**src/rtl/uart_tx_ctrl.sv**
```systemverilog
// UART transmit controller: start + DATA_BITS (LSB first) + stop, with registered outputs.
// Define UART_TX_PARITY_EN to insert an even-parity bit between the data bits and the stop bit.
module uart_tx_ctrl #(
   parameter int unsigned CLKS_PER_BIT = 434,
   parameter int unsigned DATA_BITS    = 8
) (
   input  logic                 clk,
   input  logic                 rst,
   input  logic                 tx_valid,
   input  logic [DATA_BITS-1:0] tx_data,
   output logic                 tx_ready,
   output logic                 tx,
   output logic                 busy,
   output logic                 done
);

   localparam int unsigned CW = $clog2(CLKS_PER_BIT);
   localparam int unsigned IW = $clog2(DATA_BITS);
   localparam logic [CW-1:0] CNT_MAX = CW'(CLKS_PER_BIT - 1);
   localparam logic [IW-1:0] IDX_MAX = IW'(DATA_BITS - 1);

`ifdef UART_TX_PARITY_EN
   typedef enum logic [2:0] {
      ST_IDLE,
      ST_START,
      ST_DATA,
      ST_PARITY,
      ST_STOP
   } state_t;
`else
   typedef enum logic [2:0] {
      ST_IDLE,
      ST_START,
      ST_DATA,
      ST_STOP
   } state_t;
`endif

   state_t               state_q, state_d;
   logic [CW-1:0]        cnt_q, cnt_d;
   logic [IW-1:0]        idx_q, idx_d;
   logic [DATA_BITS-1:0] shreg_q, shreg_d;
   logic                 tx_q, tx_d;
   logic                 tx_ready_q, tx_ready_d;
   logic                 busy_q, busy_d;
   logic                 done_q, done_d;
   logic                 bit_end;
`ifdef UART_TX_PARITY_EN
   logic                 par_q, par_d;
`endif

   assign bit_end = (cnt_q == CNT_MAX);

   // tx_d always carries the level of the bit that starts after this edge, so tx stays a pure flop
   always_comb begin
      state_d    = state_q;
      cnt_d      = cnt_q;
      idx_d      = idx_q;
      shreg_d    = shreg_q;
      tx_d       = tx_q;
      tx_ready_d = tx_ready_q;
      busy_d     = busy_q;
      done_d     = 1'b0;
`ifdef UART_TX_PARITY_EN
      par_d      = par_q;
`endif
      if (state_q != ST_IDLE) begin
         cnt_d = bit_end ? '0 : cnt_q + 1'b1;
      end
      case (state_q)
         ST_IDLE: begin
            tx_d       = 1'b1;
            tx_ready_d = 1'b1;
            busy_d     = 1'b0;
            cnt_d      = '0;
            idx_d      = '0;
            if (tx_valid && tx_ready_q) begin
               shreg_d    = tx_data;
               state_d    = ST_START;
               tx_d       = 1'b0;
               tx_ready_d = 1'b0;
               busy_d     = 1'b1;
`ifdef UART_TX_PARITY_EN
               par_d      = ^tx_data;
`endif
            end
         end
         ST_START: begin
            if (bit_end) begin
               state_d = ST_DATA;
               tx_d    = shreg_q[0];
            end
         end
         ST_DATA: begin
            if (bit_end) begin
               if (idx_q == IDX_MAX) begin
                  idx_d = '0;
`ifdef UART_TX_PARITY_EN
                  state_d = ST_PARITY;
                  tx_d    = par_q;
`else
                  state_d = ST_STOP;
                  tx_d    = 1'b1;
`endif
               end else begin
                  idx_d   = idx_q + 1'b1;
                  shreg_d = shreg_q >> 1;
                  tx_d    = shreg_q[1];
               end
            end
         end
`ifdef UART_TX_PARITY_EN
         ST_PARITY: begin
            if (bit_end) begin
               state_d = ST_STOP;
               tx_d    = 1'b1;
            end
         end
`endif
         ST_STOP: begin
            if (bit_end) begin
               state_d    = ST_IDLE;
               tx_d       = 1'b1;
               tx_ready_d = 1'b1;
               busy_d     = 1'b0;
               done_d     = 1'b1;
            end
         end
         default: begin
            state_d    = ST_IDLE;
            tx_d       = 1'b1;
            tx_ready_d = 1'b0;
            busy_d     = 1'b0;
         end
      endcase
   end

   always_ff @(posedge clk or negedge rst) begin
      if (!rst) begin
         state_q    <= ST_IDLE;
         cnt_q      <= '0;
         idx_q      <= '0;
         shreg_q    <= '0;
         tx_q       <= 1'b1;
         tx_ready_q <= 1'b0;
         busy_q     <= 1'b0;
         done_q     <= 1'b0;
`ifdef UART_TX_PARITY_EN
         par_q      <= 1'b0;
`endif
      end else begin
         state_q    <= state_d;
         cnt_q      <= cnt_d;
         idx_q      <= idx_d;
         shreg_q    <= shreg_d;
         tx_q       <= tx_d;
         tx_ready_q <= tx_ready_d;
         busy_q     <= busy_d;
         done_q     <= done_d;
`ifdef UART_TX_PARITY_EN
         par_q      <= par_d;
`endif
      end
   end

   assign tx       = tx_q;
   assign tx_ready = tx_ready_q;
   assign busy     = busy_q;
   assign done     = done_q;

endmodule

```
**config.mk**
```make
export PLATFORM = sky130hd
export DESIGN_NAME = uart_tx_ctrl
export DESIGN_NICKNAME = d
export VERILOG_FILES = /design/src/rtl/uart_tx_ctrl.sv
export SDC_FILE = /design/constraint.sdc
export NUM_CORES = 1
export LEC_CHECK = 0
export CAP_MARGIN = 20
export CORE_UTILIZATION = 50
export CTS_CLUSTER_DIAMETER = 60
export CTS_CLUSTER_SIZE = 40
export DETAILED_ROUTE_END_ITERATION = 8
export PLACE_DENSITY_LB_ADDON = 0.15
export SYNTH_ARGS = -nofsm -noshare
export SYNTH_HDL_FRONTEND = slang
export SYNTH_SLANG_ARGS = --single-unit
```
**constraint.sdc**
```tcl
create_clock -name clk -period 2.5 [get_ports clk]
set_input_delay 0.5 -clock clk [delete_from_list [all_inputs] [get_ports clk]]
set_output_delay 0.5 -clock clk [all_outputs]
set_load 0.01 [all_outputs]
```
==> out/qor.yml <==
status:
  status: "finished clean"
sta:
  timing.final.crit_period_ps: 2040
  slew_headroom_pct: 69.7
  tightest_slew_ps: 453
  rsz0062_at_grt: "no"
  finClkSkew_ps: 11.4
  fin_crit_sh_pct: 81.7
  slew_viol_final: 0
  fin_setup_tns_ps: 0
  hold_viol: 0
  max_freq_ghz: 0.489
  setup_viol: 0
die:
  start_util_pct: 54.7
  rows: 18
  die_h_um: 55.0
  core_area_um2: 2570
  ioPinCount: 15
  fp.dieW_um: 55.0
  dieArea_um2: 3030
critical_path:
  cp_top_family: "compound AO/OA/AOI/OAI gates"
  cp_max_fo: 8
  path_cells: "inv_1, ha_1, a21boi_0, nand2b_1, o22ai_4, mux2_4"
  slowest_delay_ps: 440
  cp-start-kind: "register"
  end_kind: "register"
  required_ps: 2710
  worst_ep_arrival_time_ps: 2260
  crit_path_top_delay_cell: "dfrtp_1"
  worstSetupPathType: "reg -> reg"
  path_buf_inv: 1
yosys:
  synth_flop_cell: "dfrtp_1"
  synth_fp_nets: 138
  async_flop_share_pct: 100
  synth-seq-area-share_pct: 46.4
  syn_avg_cell_area_um2: 11.8
  netlist_instances: 119
  yosysUniqueCellTypes: 33
  synth_edf_count: 0
  ys_warn_count: 0
  ys_seq_elements: 26
  syn-cell-area_um2: 1410
final_layout:
  final_cell_mix: "dfrtp_1 (25), clkdlybuf4s50_1 (14), nor2_1 (12)"
  layout-drive-gt1-share_pct: 21.2
  antenna_cells: 0
  final_net_count: 157
  final_common_cell: "dfrtp_1"
  instances_no_fill: 167
  syn_to_final_growth_pct: 15.0
  fin_util_pct: 62.9
  fill_cells: 215
placed_design:
  dpl.hpwl_um: 1810
  gp_congestion: 0.778
  port_buffers: 14
  placedCellCount: 163
cts:
  tritoncts: "built"
  post_cts_resized: 0
  cts.path.max_buffers: 2
  cts_hold_buf: 0
  cts-root-buf: "clkbuf_4"
  cts_buffers: 3
  cts.sinks: 26
  clock_latency_ps: 320
  clk_pin_slew_ps: 140
  cts_max_level: 1
  postCtsSetupBuffers: 0
global_routing:
  grt_max_degree: 18
  overflow: 0
  grt_usage_pct: 19.3
  antenna_found_initial: 0
  grt_pass1_wl_um: 4050
  grt_pass1_vias: 907
routing:
  wire_per_inst_um: 14.7
  dr.pass1.iters: 4
  drc: 0
  drtAntennaViolNets: 0
  postRouteWirelength_um: 2460
  viasPerCell: 5.62
  drt_iter0_drc: 17
  vias: 939
flow_run:
  cap_violations: 0
power_and_ir_drop:
  ir_worst_vdd_mv: 0.642
  p_leak_nw: 0.717
  total_power_w: 0.00163
  power_density_nw_per_um2: 1010
worst_hold_path:
  hp-class: "in -> async"
[synth_stat cells, types with 2 or more instances]
master	instances	share of area, %
ha_1	8	7.1
xor2_1	2	1.2
nor2b_1	2	0.89
nor2_1	12	3.2
nor3_1	4	1.4
mux2_2	11	8.8
dfrtp_1	25	45
o21ai_0	2	0.71
a22o_1	3	1.9
xnor2_1	3	1.9
nand2_1	6	1.6
nand3_1	4	1.4
mux2_4	8	8.5
a21oi_1	5	1.8
inv_1	6	1.6
[routing by layer]
layer | GRT usage, % | wire, um | vias up | part of all wire (%)
met5 | 0 | 0 | - | 0
met4 | 7.50 | 10 | 0 | 0.41
met3 | 2.46 | 85 | 2 | 3.5
met2 | 32.1 | 1190 | 21 | 48
met1 | 25.3 | 1180 | 461 | 48
li1 | - | - | 455 | -
[logic make-up (layout without fill, tap and decap cells)]
logic type,count (synthesis),in the layout,synth area share (%)
and+or+nand+nor,36,36,14.2
DFF,26,26,46.4
muxes,20,20,18.1
AOI/OAI and AO/OA,16,16,8.82
adders and majority gates,8,8,7.12
buffers and inverters,8,26,2.23
xor gates and xnor gates,5,5,3.12
[flip-flops by register name (all words and copies together), names as in the netlist]
register and cells:
done 1, tx 1, tx_ready 1, idx_q 3, busy 1, state_q 2, cnt_q 9, shreg_q 8
[power by group]
part | switching, W | internal [W]
logic | 0.000356 | 0.000408
registers | 0.000118 | 0.000562
clock network | 0.000122 | 0.0000624
total | 0.000596 | 0.00103
[worst paths after layout]
kind / end / slack [ps] / cells past startpoint / startpoint
worst max register to register: shreg_q[4] / 460 / 6 / state_q[1]
min in group clk: tx / 490 / 2 / tx
max in group asynchronous: cnt_q[8] / 1430 / 2 / rst
worst max-delay path: shreg_q[4] / 460 / 6 / state_q[1]
worst min-delay path: state_q[1] / 470 / 1 / rst
worst min register to register: tx / 490 / 2 / tx
[metrics by stage]
| stage | worst slack (ps) | hold slack [ps] | cell area [um^2] |
|---|---|---|---|
| 6_report | 456 | 470 | 1620 |
| 5_1_grt | 308 | 499 | 1620 |
| 4_1_cts | 434 | 486 | 1620 |
| 3_5_place_dp | 326 | 466 | 1590 |
| 3_3_place_gp | 365 | 453 | 1590 |
| 2_1_floorplan | 689 | 204 | 1410 |
[worst reg2reg max path, stage by stage (launching register included)]
cell	delay [ps]
dfrtp_1	440
inv_1	90
ha_1	300
a21boi_0	410
nand2b_1	210
o22ai_4	150
mux2_4	330
[area by class of cell]
cell class	count	area, um^2	area share (%)
clock buffers	4	26.3	1.63
inverters	6	22.5	1.39
multi-input cells	85	722	44.7
well taps	30	37.5	2.32
flip-flops and latches	26	652	40.4
repair buffers	16	155	9.60
Note: power is estimated with default switching activity, not from simulation.
